**src/rtl/syn_lb_master.sv**
```systemverilog
// syn_lb_master
// Local-bus initiator for the Synesthesia register blocks. It accepts one
// register request at a time on a valid/ready command port, turns it into a
// single-cycle lb write or read strobe and returns exactly one response pulse.
// Reads are bounded by a timeout. Read-valid pulses seen outside the read
// window are counted in a saturating stray counter.
//
// Ports:
//   sys_clk_50              clock, rising edge
//   sys_rst                 asynchronous reset, active low
//   req_valid/req_ready     command handshake
//   req_wr/req_addr/req_data  captured request (1 = write)
//   rsp_valid/rsp_err/rsp_data  one-cycle response; err = read timeout
//   lb_wr_en/lb_rd_en       one-cycle local-bus strobes
//   lb_addr/lb_wr_data      local-bus address and write data
//   lb_rd_valid/lb_rd_data  slave read return
//   stray_cnt               saturating count of out-of-window read-valids
module syn_lb_master #(
    parameter int          LB_DATA_W = 32,
    parameter int          LB_ADDR_W = 12,
    parameter int          TIMEOUT   = 16,
    parameter logic [31:0] ERR_DATA  = 32'hDEAD_BEEF
) (
    input  logic                 sys_clk_50,
    input  logic                 sys_rst,
    input  logic                 req_valid,
    output logic                 req_ready,
    input  logic                 req_wr,
    input  logic [LB_ADDR_W-1:0] req_addr,
    input  logic [LB_DATA_W-1:0] req_data,
    output logic                 rsp_valid,
    output logic                 rsp_err,
    output logic [LB_DATA_W-1:0] rsp_data,
    output logic                 lb_wr_en,
    output logic                 lb_rd_en,
    output logic [LB_ADDR_W-1:0] lb_addr,
    output logic [LB_DATA_W-1:0] lb_wr_data,
    input  logic                 lb_rd_valid,
    input  logic [LB_DATA_W-1:0] lb_rd_data,
    output logic [7:0]           stray_cnt
);

    localparam int                   CNT_W    = $clog2(TIMEOUT + 1);
    localparam logic [CNT_W-1:0]     CNT_LAST = CNT_W'(TIMEOUT - 1);
    localparam logic [LB_DATA_W-1:0] ERR_VAL  = LB_DATA_W'(ERR_DATA);

    typedef enum logic [2:0] {
        IDLE,
        WR,
        RD,
        RD_WAIT,
        RSP
    } state_t;

    state_t           state;
    state_t           state_nx;
    logic [CNT_W-1:0] cnt;
    logic             hs;
    logic             timed_out;

    assign hs        = req_valid & req_ready;
    assign timed_out = (cnt == CNT_LAST);

    always_ff @(posedge sys_clk_50 or negedge sys_rst) begin
        if (!sys_rst) begin
            state <= IDLE;
        end else begin
            state <= state_nx;
        end
    end

    always_comb begin
        state_nx = state;
        case (state)
            IDLE: begin
                if (hs) begin
                    state_nx = req_wr ? WR : RD;
                end
            end
            WR:      state_nx = RSP;
            RD:      state_nx = RD_WAIT;
            RD_WAIT: begin
                if (lb_rd_valid || timed_out) begin
                    state_nx = RSP;
                end
            end
            RSP:     state_nx = IDLE;
            default: state_nx = IDLE;
        endcase
    end

    // Strobes and handshake outputs are decoded from the next state so that
    // they are registered yet still line up with the state they belong to.
    always_ff @(posedge sys_clk_50 or negedge sys_rst) begin
        if (!sys_rst) begin
            req_ready  <= 1'b0;
            lb_wr_en   <= 1'b0;
            lb_rd_en   <= 1'b0;
            rsp_valid  <= 1'b0;
            rsp_err    <= 1'b0;
            rsp_data   <= '0;
            lb_addr    <= '0;
            lb_wr_data <= '0;
            cnt        <= '0;
            stray_cnt  <= '0;
        end else begin
            req_ready <= (state_nx == IDLE);
            lb_wr_en  <= (state_nx == WR);
            lb_rd_en  <= (state_nx == RD);
            rsp_valid <= (state_nx == RSP);

            if (hs) begin
                lb_addr <= req_addr;
                if (req_wr) begin
                    lb_wr_data <= req_data;
                end
            end

            if (state == RD) begin
                cnt <= '0;
            end else if (state == RD_WAIT) begin
                cnt <= cnt + 1'b1;
            end

            if (state == WR) begin
                rsp_err  <= 1'b0;
                rsp_data <= '0;
            end else if (state == RD_WAIT) begin
                // A valid in the final wait cycle still beats the timeout.
                if (lb_rd_valid) begin
                    rsp_err  <= 1'b0;
                    rsp_data <= lb_rd_data;
                end else if (timed_out) begin
                    rsp_err  <= 1'b1;
                    rsp_data <= ERR_VAL;
                end
            end

            if (lb_rd_valid && (state != RD_WAIT) && (stray_cnt != 8'hFF)) begin
                stray_cnt <= stray_cnt + 8'd1;
            end
        end
    end

endmodule

```
**config.mk**
```make
export PLATFORM = sky130hd
export DESIGN_NAME = syn_lb_master
export DESIGN_NICKNAME = d
export VERILOG_FILES = /design/src/rtl/syn_lb_master.sv
export SDC_FILE = /design/constraint.sdc
export NUM_CORES = 1
export LEC_CHECK = 0
export ABC_CLOCK_PERIOD_IN_PS = 3500
export BUFFER_PORTS_ARGS = -buffer_cell sky130_fd_sc_hd__buf_2
export CORE_MARGIN = 2
export CORE_UTILIZATION = 51
export DETAILED_ROUTE_END_ITERATION = 8
export GPL_ROUTABILITY_DRIVEN = 0
export PLACE_DENSITY_LB_ADDON = 0.25
export SLEW_MARGIN = 20
export SYNTH_ARGS = -nofsm -noshare
export SYNTH_HDL_FRONTEND = slang
export SYNTH_SLANG_ARGS = --single-unit
```
**constraint.sdc**
```tcl
create_clock -name sys_clk_50 -period 3.5 [get_ports sys_clk_50]
set_input_delay 0.175 -clock sys_clk_50 [delete_from_list [all_inputs] [get_ports sys_clk_50]]
set_output_delay 0.175 -clock sys_clk_50 [all_outputs]
set_load 0.02 [all_outputs]
```
# After elaboration in Yosys (flattened, before gate mapping)
# Cells that the tools add are included.
[word_totals]
mem_count = 0
elab_cells = 47
out_inout_bits = 89
mem_bits_rw = 0
register_bits = 97
latch_bits = 0
romBits = 0
in_bits = 81
[op_classes]
n_div = 0
n_reduce_logical = 10
n_addsub = 2
muxes = 14
eq_ne = 9
bitwise_logic = 1
n_shift = 0
n_mul = 0
magnitude_cmp = 0
[op_table]
columns = ["op", "n"]
rows = [
  ["$mux 32", 4],
  ["$pmux 3 s4", 1],
  ["$mux 5", 2],
  ["$eq 3x2->1 const B", 3],
  ["$add 8x1->8 const B", 1],
  ["$ne 8x8->1 const B", 1],
  ["$eq 3x1->1 const B", 2],
  ["$logic_not 3->1", 2],
  ["$mux 3", 2],
  ["$add 5x1->5 const B", 1],
  ["$eq 5x4->1 const B", 1],
  ["$mux 1", 4],
  ["$reduce_and 2->1", 2],
  ["$reduce_bool 2->1", 2],
  ["$eq 3x3->1 const B", 1],
  ["$ne 3x2->1 const B", 1],
  ["$reduce_bool 3->1", 1],
  ["$logic_and 1x1->1", 2],
  ["$mux 2", 1],
  ["$and 1x1->1", 1],
  ["$logic_or 1x1->1", 1],
]

# Depth between registers and ports, before layout
# Gate-level depths: netlist of the first run.
[logic_depth]
word_depth = 5
ltp_mapped = 11
depth_no_buf = 9

# Least setup slack after synthesis of the first run
# No wires, ideal clock.
[synth_timing]
kind = "register to register"
start = "register cnt[0]"
end = "register rsp_data[11]"
period_less_slack_ps = 1821
path_buffers = 2
arrival_time_ps = 1682
path_stages_with_launch = 12
setup_ps = 139
required_ps = 3361
path_slack_ps = 1679
cell_sequence = "dfrtp_1 ha_1 and3_1 ha_1 nor2_1 nand2_1 nand2b_1 buf_4 inv_4 buf_4 nor2_1 a21oi_1"
[synth_via]
elab_chain_cells = 3
[synth_lines]
columns = ["element", "line", "source"]
rows = [
  ["from (decl)", "57", "logic [CNT_W-1:0] cnt;"],
  ["from (signal assigned)", "122", "cnt <= cnt + 1'b1;"],
  ["$eq 5x4->1", "62", "assign timed_out = (cnt == CNT_LAST);"],
  ["$reduce_bool 3->1 (no line)", "n/a", ""],
  ["$reduce_and 2->1 (no line)", "n/a", ""],
  ["to (signal assigned)", "132", "rsp_data <= lb_rd_data;"],
  ["to (decl)", "33", "output logic [LB_DATA_W-1:0] rsp_data,"],
]
# No other way between the ends.
# A chain may end at the register's enable or synchronous reset.

# Final worst setup path of the first run
# Ends and elaborated chain as after synthesis.

==> results of run 1 <==
[layout make-up]
| type | instances | area [sq um] |
|---|---|---|
| inverter | 26 | 100 |
| multi-input combinational | 174 | 1300 |
| sequential | 97 | 2430 |
| clock buffer | 12 | 145 |
| timing repair buffer | 173 | 881 |
| clock inverter | 4 | 52.6 |
| fill | 560 | 2300 |
| tap | 99 | 124 |
[worst max-delay path: cells and delay by family, from the launching register on]
family / cells / cell delay [ns]
AOI/OAI and AO/OA: 1 / 0.06
adders and majority gates: 2 / 0.40
and+or+nand+nor: 5 / 0.99
buffers and inverters: 1 / 0.23
DFF: 1 / 0.42
[worst min-delay path by stage]
stage	slack, ns	startpoint	cells past startpoint	to
6_report	0.03	lb_rd_data[17]	2	rsp_data[17]
5_1_grt	0.02	lb_rd_data[20]	2	rsp_data[20]
4_1_cts	0.02	req_wr	2	lb_rd_en
3_5_place_dp	0.24	sys_rst	1	rsp_valid
3_3_place_gp	0.24	sys_rst	1	rsp_valid
2_1_floorplan	-0.12	sys_rst	0	cnt[0]
[repair_timing]
action / 4_1_cts / 5_1_grt
endpoints found under the setup margin: 0 / 0
hold buffers: 1 / 0
hold endpoints to repair: 49 / 0
[per-stage QoR]
| step | setup WS [ns] | hold WS, ns |
|---|---|---|
| after global placement | 1.44 | 0.238 |
| after global routing | 1.09 | 0.0204 |
| after CTS | 1.27 | 0.0208 |
| after detailed placement | 1.30 | 0.243 |
| after floorplan | 1.68 | -0.121 |
| final | 1.27 | 0.0319 |
[layer usage]
metal,track usage (%),vias up,part of all wire [%]
li1,-,1408,-
met1,26.8,1459,41
met2,34.4,101,51
met3,4.56,19,6.1
met4,9.22,0,2.2
met5,0,-,0
[cells in the final DEF, fill, tap and decap left out, types with 4 or more instances in the layout]
master | Yosys | layout
nand3_1 | 4 | 4
nand2_1 | 18 | 18
nor2_1 | 13 | 13
a21oi_1 | 10 | 10
buf_2 | 6 | 168
a22o_1 | 8 | 8
dfrtp_1 | 97 | 97
clkbuf_8 | 0 | 10
buf_4 | 3 | 4
mux2_2 | 46 | 46
o21ai_0 | 33 | 33
mux2i_1 | 9 | 9
inv_1 | 24 | 24
nand2b_1 | 4 | 4
[registers in the layout, indices dropped and copies added, names as in the netlist, 3 cells and up]
signal / cells
lb_addr: 12
lb_wr_data: 32
state: 3
stray_cnt: 8
cnt: 5
rsp_data: 32
[power breakdown]
| part | internal, mW | switching (mW) |
|---|---|---|
| Combinational | 0.807 | 1.24 |
| Sequential | 1.63 | 0.336 |
| Clock | 0.351 | 0.374 |
| Total | 2.79 | 1.95 |
[cells by family (layout without fill, tap and decap cells)]
| kind of cell | count (synthesis) | count (layout) | synth area share, % |
|---|---|---|---|
| AOI/OAI and AO/OA | 59 | 59 | 9.09 |
| muxes | 55 | 55 | 15.6 |
| buffers and inverters | 40 | 215 | 4.40 |
| adders and majority gates | 3 | 3 | 0.963 |
| DFF | 97 | 97 | 62.3 |
| and+or+nand+nor | 53 | 53 | 6.77 |
| xor gates and xnor gates | 4 | 4 | 0.899 |
==> results by group, run 1 <==
Setup path
  – Crit-path cells: ha_1 -> and3_1 -> ha_1 -> nor2_1 -> nand2_1 -> nand2b_1 -> inv_4 -> nor2_1 -> a21oi_1
  – Critical Path Sink: rsp_data[11]
  – Reg-to-reg startpoint: cnt[0]
  – Worst path arrival time: 2.45 ns
  – Critical Path Source Type: flip-flop
  – Path type of the worst setup path: flip-flop to flip-flop
  – Critical Path Sink Type: flip-flop
  – Crit-path max FO: 26
  – Slowest library cell on the worst path: dfrtp_1
  – Worst Setup SP: cnt[0]
  – Flop2flop setup slack: 1.27 ns
  – FF-to-FF End: rsp_data[11]
  – Worst path required time: 3.72 ns
  – Max incr delay on CP: 0.42 ns
  – R2R depth: 9

Timing
  – RSZ-0062 raised after global routing: no
  – Setup tns final: 0 ns
  – Slew Limit Headroom: 57.4%
  – Final period util: 63.7%
  – Final setup fails: 0
  – Skew final: 0.0128 ns
  – Slew Limit Fails: 0
  – Fmax: 449 MHz
  – Final Hold Fails: 0
  – Final Critical Period: 2.23 ns
  – Actual slew at the worst max-slew pin: 0.639 ns

Detailed routing
  – DRC viols: 0
  – Final wirelength: 8.65 mm
  – Iter 0 DRT Violations: 173
  – Pre-antenna DRT Iters: 5
  – Via density: 5.11
  – Post-route ant nets: 0
  – Wirelength per Cell: 14.8 microns
  – Via Count: 2987

CTS
  – Post-CTS Resized: 0
  – Postcts setup bufs: 0
  – Num CTS Buffers: 9
  – CTS tree: built
  – CTS sink count: 97
  – Root Buffer: clkbuf_8
  – CTS Buffer Depth: 2
  – # H-tree levels: 3
  – Register clock-pin slew on the reported worst setup and hold paths: 0.09 ns
  – Skew-Pair Late Insertion Delay: 0.35 ns

Cells and area
  – Ratio of cells with drive above 1 in the final layout: 48.8%
  – Final nets: 565
  – Post-Layout Inst Area: 5030 sq um
  – Finished Layout Cells: 585
  – Utilization after layout: 68.6%
  – Number of diodes: 0
  – Layout area overhead: 29.0%

Synthesis
  – EDFF count, synth: 0
  – Yosys cell types: 36
  – Flops & latches, synth: 97
  – Top-count cell post-synth: dfrtp_1
  – Warnings, synthesis: 0
  – Area share of the largest cell type after synthesis: 62.3%
  – Syn nets: 395
  – Synth Flop Type: dfrtp_1
  – Seq/Total Area, Yosys: 62.3%
  – Ranking of synthesized cells by area: dfrtp_1 (62%), mux2_2 (13%), o21ai_0 (4.2%), mux2i_1 (2.3%), inv_1 (2.3%)
  – Synth top cells by count: dfrtp_1 (97), mux2_2 (46), o21ai_0 (33), inv_1 (24), nand2_1 (18)
  – Largest area contributor in the netlist: dfrtp_1
  – Synthesized area: 3900 sq um
  – Syn Area/Cell: 12.5 sq um
  – Cells after Synth: 311
  – Async SR Flop Fraction: 100%

Placed design
  – Placed inst area: 4820 sq um
  – Post-placement cell count: 568
  – PortBufs: 169
  – Post-DP HPWL: 6.31 mm

Pwr
  – Worst vdd ir: 0.000458 V
  – Leak: 2.56 nW
  – Total power: 4.74 mW
  – Pwr per Cell Area: 942 nW/um^2

Flow run
  – MaxCap Viol Count: 0

GRT
  – Number of global-route vias before repair: 2931
  – Initial antenna violation count: 0
  – GRT Util Overall: 21.0%
  – Largest net degree at the start of global routing: 52
  – First-pass GRT wire length: 13.9 mm
  – Gr ovfl total: 0

Die
  – Row cnt: 31
  – Initial Utilization: 53.2%
  – DIE WIDTH: 91.4 microns
  – # IOs: 170
  – Die area: 8360 sq um
  – Core ar.: 7330 sq um
  – Chip height: 91.4 microns

Hold path
  – Hold WC Path Type: primary input to flip-flop

Outcome
  – Status: completed
No activity file was read; power rests on OpenSTA's default activity.
==> run 2: changes to the inputs <==
Settings changed: ABC_AREA set to 1, ABC_CLOCK_PERIOD_IN_PS 3500 to 2100, CORE_UTILIZATION 51 to 47.
Clock period 3.5 ns to 2.1 ns, I/O delays scaled along.
==> run 2 against run 1 <==
Net effect:
- cell count grew 29%
- wire length grew 13%
- clock-buffer cell count shrank 2
- worst setup slack lost 0.95 ns
- sequential power grew 61%
- via count grew 20%
- flip-flop and latch count is the same
- critical endpoint is now rsp_data[22]
==> results by group, run 2 <==
Setup path
  – Critical Path Sink Type: flip-flop
  – Slowest library cell on the worst path: dfrtp_1
  – Critical Path Sink: rsp_data[22]
  – Reg-to-reg startpoint: cnt[0]
  – Path type of the worst setup path: flip-flop to flip-flop
  – Crit-path max FO: 34 (+31%)
  – Worst Setup SP: cnt[0]
  – Crit-path cells: ha_1 -> nand2_1 -> nor2_1 -> ha_1 -> nor2_4 -> nand2_2 -> nand2_2 -> buf_12 -> o21ai_0
  – Flop2flop setup slack: 0.33 ns (-0.95 ns)
  – Worst path arrival time: 2.01 ns (-0.44 ns)
  – Worst path required time: 2.34 ns (-1.38 ns)
  – FF-to-FF End: rsp_data[22]
  – R2R depth: 9 (unchanged)
  – Critical Path Source Type: flip-flop
  – Max incr delay on CP: 0.42 ns (about the same)

Placed design
  – Post-DP HPWL: 6.36 mm (+0.77%)
  – Placed inst area: 4920 sq um (+2.1%)
  – Pre-CTS WS: 0.317 ns (-0.978 ns)
  – PortBufs: 169 (unchanged)

GRT
  – Gr ovfl total: 0 (unchanged)
  – GRT Util Overall: 21.2% (+0.19 points)
  – Initial antenna violation count: 0 (unchanged)
  – Number of global-route vias before repair: 3455 (+18%)
  – Largest net degree at the start of global routing: 49 (-5.8%)
  – First-pass GRT wire length: 15.3 mm (+9.8%)

Die
  – Die area: 9230 sq um (+10%)
  – Core ar.: 8220 sq um (+12%)
  – Chip height: 96.1 microns (+5.1%)
  – Initial Utilization: 48.5% (-4.7 points)
  – # IOs: 170 (unchanged)
  – DIE WIDTH: 96.1 microns (+5.1%)
  – Row cnt: 33 (+6.5%)

Synthesis
  – Area share of the largest cell type after synthesis: 60.9% (-1.3 points)
  – Seq/Total Area, Yosys: 60.9% (-1.3 points)
  – Syn nets: 511 (+29%)
  – Largest area contributor in the netlist: dfrtp_1
  – Syn Area/Cell: 9.33 sq um (-26%)
  – Cells after Synth: 427 (+37%)
  – Yosys cell types: 24 (-33%)
  – Warnings, synthesis: 0 (unchanged)
  – Synth top cells by count: nand2_1 (172), dfrtp_1 (97), o21ai_1 (27), nor2_1 (23), o21ai_0 (22)
  – Synth Flop Type: dfrtp_1
  – Flops & latches, synth: 97 (unchanged)
  – Top-count cell post-synth: nand2_1
  – Ranking of synthesized cells by area: dfrtp_1 (61%), nand2_1 (16%), o21ai_1 (3.4%), mux2_2 (3.4%), o21ai_0 (2.8%)
  – Synthesized area: 3980 sq um (+2.2%)
  – EDFF count, synth: 0 (unchanged)
  – Async SR Flop Fraction: 100% (unchanged)

Detailed routing
  – Pre-antenna DRT Iters: 4 (-1)
  – Wirelength per Cell: 13.0 microns (-12%)
  – Iter 0 DRT Violations: 145 (-16%)
  – Final wirelength: 9.81 mm (+13%)
  – Via density: 4.77 (-6.7%)
  – DRC viols: 0 (unchanged)
  – Post-route ant nets: 0 (unchanged)
  – Via Count: 3598 (+20%)

CTS
  – # H-tree levels: 3 (unchanged)
  – CTS tree: built
  – Postcts setup bufs: 0 (unchanged)
  – Skew-Pair Late Insertion Delay: 0.35 ns (about the same)
  – Register clock-pin slew on the reported worst setup and hold paths: 0.10 ns (about the same)
  – CTS Buffer Depth: 2 (unchanged)
  – CTS sink count: 97 (unchanged)
  – Root Buffer: clkbuf_8
  – Num CTS Buffers: 9 (unchanged)

Timing
  – Fmax: 564 MHz (+26%)
  – Slew Limit Headroom: 39.3% (-18 points)
  – RSZ-0062 raised after global routing: no
  – Fin Hold WS: 0.0162 ns (-0.0157 ns)
  – Final Critical Period: 1.77 ns (-0.454 ns)
  – Slew Limit Fails: 0 (unchanged)
  – Setup tns final: 0 ns (unchanged)
  – Actual slew at the worst max-slew pin: 0.909 ns (+0.270 ns)
  – Final setup fails: 0 (unchanged)
  – Final Hold Fails: 0 (unchanged)
  – Skew final: 0.0147 ns (+0.00181 ns)
  – Final period util: 84.5% (+21 points)
  – Setup ws final: 0.326 ns (-0.946 ns)

Cells and area
  – Ratio of cells with drive above 1 in the final layout: 32.8% (-16 points)
  – Number of diodes: 0 (unchanged)
  – Commonest non-fill, non-tap cell in the layout: nand2_1
  – Post-Layout Inst Area: 5630 sq um (+12%)
  – Final nets: 729 (+29%)
  – Commonest cells after routing, fill and taps aside: nand2_1 (172), buf_2 (168), dfrtp_1 (97)
  – Layout area overhead: 41.2%
  – Largest regs: lb_wr_data x32, rsp_data x32, lb_addr x12
  – Layout fillers: 670 (+20%)

Outcome
  – Status: completed

Pwr
  – Pwr per Cell Area: 1380 nW/um^2 (+46%)
  – Leak: 3.05 nW (+19%)
  – Worst vdd ir: 0.000690 V (+51%)

Flow run
  – MaxCap Viol Count: 0 (unchanged)

Hold path
  – Hold WC Path Type: primary input to flip-flop
  – Hold Path Depth: 3 (+1)
run 2: logic make-up (layout without fill, tap and decap cells):
group	Yosys count	count (layout)	synth area share, %
AOI/OAI and AO/OA	52	52	6.66
xor gates and xnor gates	5	5	1.10
adders and majority gates	3	3	0.942
buffers and inverters	34	257	4.15
DFF	97	97	60.9
muxes	12	12	3.39
and+or+nand+nor	224	224	22.8
run 2: how the worst min path moves through the flow:
| stage | slack [ns] | start | to |
|---|---|---|---|
| after global routing | 0.006 | lb_rd_data[8] | rsp_data[8] |
| after CTS | 0.0005 | lb_rd_data[5] | rsp_data[5] |
| after global placement | 0.16 | sys_rst | lb_addr[6] |
| after floorplan | -0.19 | sys_rst | cnt[0] |
| final | 0.02 | lb_rd_data[5] | rsp_data[5] |
| after detailed placement | 0.17 | sys_rst | lb_addr[6] |
run 2: power breakdown:
part / switching (mW) / leakage [nW] / total, mW / internal (mW)
Sequential: 0.498 / 1.24 / 3.18 / 2.68
Clock: 0.690 / 0.0973 / 1.18 / 0.491
Combinational: 2.15 / 1.71 / 3.39 / 1.23
Total: 3.34 / 3.05 / 7.74 / 4.40
run 2: cell type report:
type / count / area, sq um / area share [%]
clock buffer: 10 / 138 / 2.45
clock inverter: 6 / 56.3 / 1.00
inverter: 16 / 60.1 / 1.07
multi-input combinational: 296 / 1390 / 24.7
sequential: 97 / 2430 / 43.1
tap: 105 / 131 / 2.34
timing repair buffer: 225 / 1420 / 25.3
run 2: metrics by stage:
stage	cells	utilization (%)	power, mW
after floorplan	427	-	5.34
after global placement	688	59.9	6.43
after detailed placement	688	59.9	6.53
after CTS	755	68.5	7.78
after global routing	755	68.5	8.31
final	755	68.5	7.74
run 2: layer usage:
layer / part of all wire, % / GRT usage, %
met2: 48 / 36.9
met5: 0 / 0
met4: 0.81 / 5.48
met1: 44 / 26.4
met3: 7.0 / 5.25
run 2: what timing repair did:
| action | in CTS | in global routing |
|---|---|---|
| hold buffers | 51 | 0 |
| endpoints found under the hold margin | 96 | 0 |
| gates resized for setup | 0 | 0 |
run 2: critical path: cells and delay by family (launching register included):
kind / cells / cell delay [ns]
compound gates: 1 / 0.11
simple gates: 5 / 0.48
buf+inv: 1 / 0.21
flops: 1 / 0.42
fa+ha+maj: 2 / 0.43
==> run 3: changes to the inputs <==
Settings changed: ABC_CLOCK_PERIOD_IN_PS 2100 to 1600, CORE_UTILIZATION 47 to 43.
Clock period 2.1 ns to 1.6 ns, I/O delays scaled along.
==> run 3 against run 2 <==
Net effect:
- maximum frequency is 14% higher
- register-to-register slack got worse by 0.28 ns
- via count up 1.5%
- sequential share of layout area is 2.4 points lower
- clock power rose by 42%
- first-iteration DRC count down 29%
- wire length rose by 3.7%
- final area increased by 5.9%
- power is 39% higher
==> results by group, run 3 (same netlist as run 2, synthesis figures left out) <==
Pwr
  – Leak: 3.20 nW (+5.0%)
  – Pwr per Cell Area: 1800 nW/um^2 (+31%)
  – Total power: 10.7 mW (+39%)
  – Worst vdd ir: 0.000965 V (+40%)

GRT
  – Initial antenna violation count: 0 (unchanged)
  – Number of global-route vias before repair: 3490 (+1.0%)
  – GRT Util Overall: 19.6% (-1.6 points)
  – First-pass GRT wire length: 15.9 mm (+4.5%)
  – Gr ovfl total: 0 (unchanged)
  – Largest net degree at the start of global routing: 98 (+100%)

CTS
  – Register clock-pin slew on the reported worst setup and hold paths: 0.09 ns (about the same)
  – CTS tree: built
  – CTS Buffer Depth: 2 (unchanged)
  – Root Buffer: clkbuf_8
  – CTS sink count: 97 (unchanged)
  – Skew-Pair Late Insertion Delay: 0.34 ns (about the same)
  – Num CTS Buffers: 9 (unchanged)
  – # H-tree levels: 3 (unchanged)

Placed design
  – PortBufs: 169 (unchanged)
  – Post-placement cell count: 697 (+1.3%)
  – Post-DP HPWL: 6.26 mm (-1.6%)

Detailed routing
  – DRC viols: 0 (unchanged)
  – Final wirelength: 10.2 mm (+3.7%)
  – Pre-antenna DRT Iters: 4 (unchanged)
  – Post-route ant nets: 0 (unchanged)
  – Iter 0 DRT Violations: 103 (-29%)
  – Wirelength per Cell: 13.1 microns (+0.62%)
  – Via density: 4.70 (-1.5%)
  – Via Count: 3653 (+1.5%)

Setup path
  – Reg-to-reg startpoint: cnt[1]
  – Critical Path Source Type: flip-flop
  – Worst Setup SP: cnt[1]
  – Slowest library cell on the worst path: dfrtp_1
  – Flop2flop setup slack: 0.05 ns (-0.28 ns)
  – Crit-path cells: ha_2 -> nand2_1 -> nor2_1 -> ha_2 -> nor2_4 -> nand2_4 -> nand2_8 -> clkbuf_16 -> o21ai_1
  – WP depth: 9 (unchanged)
  – WP buf/inv: 1 (unchanged)
  – R2R depth: 9 (unchanged)
  – Critical Path Sink Type: flip-flop
  – Path type of the worst setup path: flip-flop to flip-flop
  – Max incr delay on CP: 0.39 ns (-0.03 ns)
  – Crit-path most repeated cell: ha_2
  – FF-to-FF End: rsp_data[13]
  – Worst path arrival time: 1.79 ns (-0.22 ns)
  – Critical path's top delay family: simple AND/OR/NAND/NOR gates
  – Critical Path Sink: rsp_data[13]
  – Crit-path max FO: 20 (-41%)
  – Worst path required time: 1.84 ns (-0.50 ns)

Die
  – Core ar.: 9110 sq um (+11%)
  – DIE WIDTH: 100 microns (+4.4%)
  – Die area: 10100 sq um (+8.9%)
  – # IOs: 170 (unchanged)
  – Row cnt: 35 (+6.1%)
  – Chip height: 100 microns (+4.4%)
  – Initial Utilization: 43.7% (-4.7 points)

Timing
  – Fin Hold WS: 0.000800 ns (-0.0154 ns)
  – Final Critical Period: 1.55 ns (-0.221 ns)
  – Final setup fails: 0 (unchanged)
  – RSZ-0062 raised after global routing: yes
  – Setup tns final: 0 ns (unchanged)
  – Final Hold Fails: 0 (unchanged)
  – Skew final: 0.00838 ns (-0.00628 ns)
  – Fmax: 644 MHz (+14%)
  – Slew Limit Headroom: 40.3% (+0.95 points)
  – Slew Limit Fails: 0 (unchanged)
  – Final period util: 97.0% (+13 points)
  – Actual slew at the worst max-slew pin: 0.895 ns (-0.0142 ns)

Cells and area
  – Multi-input logic area: 1470 sq um (+5.7%)
  – Largest regs: lb_wr_data x32, rsp_data x32, lb_addr x12
  – Layout area overhead: 49.6%
  – Ratio of cells with drive above 1 in the final layout: 35.2% (+2.5 points)
  – Layout fillers: 734 (+9.6%)
  – Commonest non-fill, non-tap cell in the layout: buf_2
  – Commonest cells after routing, fill and taps aside: buf_2 (168), nand2_1 (166), dfrtp_1 (97)
  – Finished Layout Cells: 778 (+3.0%)
  – Utilization after layout: 65.4% (-3.1 points)
  – Final nets: 748 (+2.6%)
  – Seq. cell area: 2430 sq um (unchanged)
  – Number of diodes: 0 (unchanged)

Hold path
  – Hold Crit Start: lb_rd_data[3]
  – Hold WC Path Type: primary input to flip-flop

Flow run
  – MaxCap Viol Count: 0 (unchanged)

Outcome
  – Status: completed
-- run 3: worst min-delay path by stage --
stage / endpoint / slack (ns) / depth (start not counted)
floorplan: cnt[0] / -0.22 / 0
global placement: lb_addr[3] / 0.17 / 2
global route: rsp_data[3] / 0.005 / 3
detailed placement: rsp_data[18] / 0.18 / 2
finish: rsp_data[3] / 0.0008 / 3
CTS: rsp_data[23] / 0.001 / 3
-- run 3: worst min-delay path, stage by stage --
cell,delay [ns]
buf_2,0.07
nor2_1,0.04
o21ai_2,0.12
-- run 3: report_power, final --
group	switching, mW	internal [mW]	leakage (nW)
clock	0.806	0.867	0.102
sequential	0.659	3.52	1.24
combinational	2.99	1.90	1.86
total	4.45	6.28	3.20
-- run 3: what timing repair did --
action,CTS,global route
endpoints found under the hold margin,158,0
endpoints found under the setup margin,21,34
hold buffers,62,0
gates cloned,0,3
resized for setup,2,24
pin swaps,0,5
buffers inserted,0,2
-- run 3: final cells by class --
| type | count | area share [%] |
|---|---|---|
| repair buffers | 244 | 27.8 |
| clock buffers | 9 | 2.08 |
| flip-flops and latches | 97 | 40.7 |
| inverters | 16 | 1.01 |
| multi-input cells | 296 | 24.7 |
| clock inverters | 5 | 1.36 |
| well taps | 111 | 2.33 |
-- run 3: routing by layer --
layer / track usage [%] / up-vias / routed length [microns]
li1: - / 1836 / -
met1: 25.5 / 1691 / 4480
met2: 33.1 / 118 / 4910
met3: 4.67 / 8 / 695
met4: 5.37 / 0 / 88
met5: 0 / - / 0
-- run 3: through the flow --
stage	instance area [sq um]	setup WS (ns)
after floorplan	3980	0.0472
after global placement	4960	0.0195
after detailed placement	4960	-0.0224
after CTS	5800	0.0175
after global routing	5960	-0.0861
final	5960	0.0473
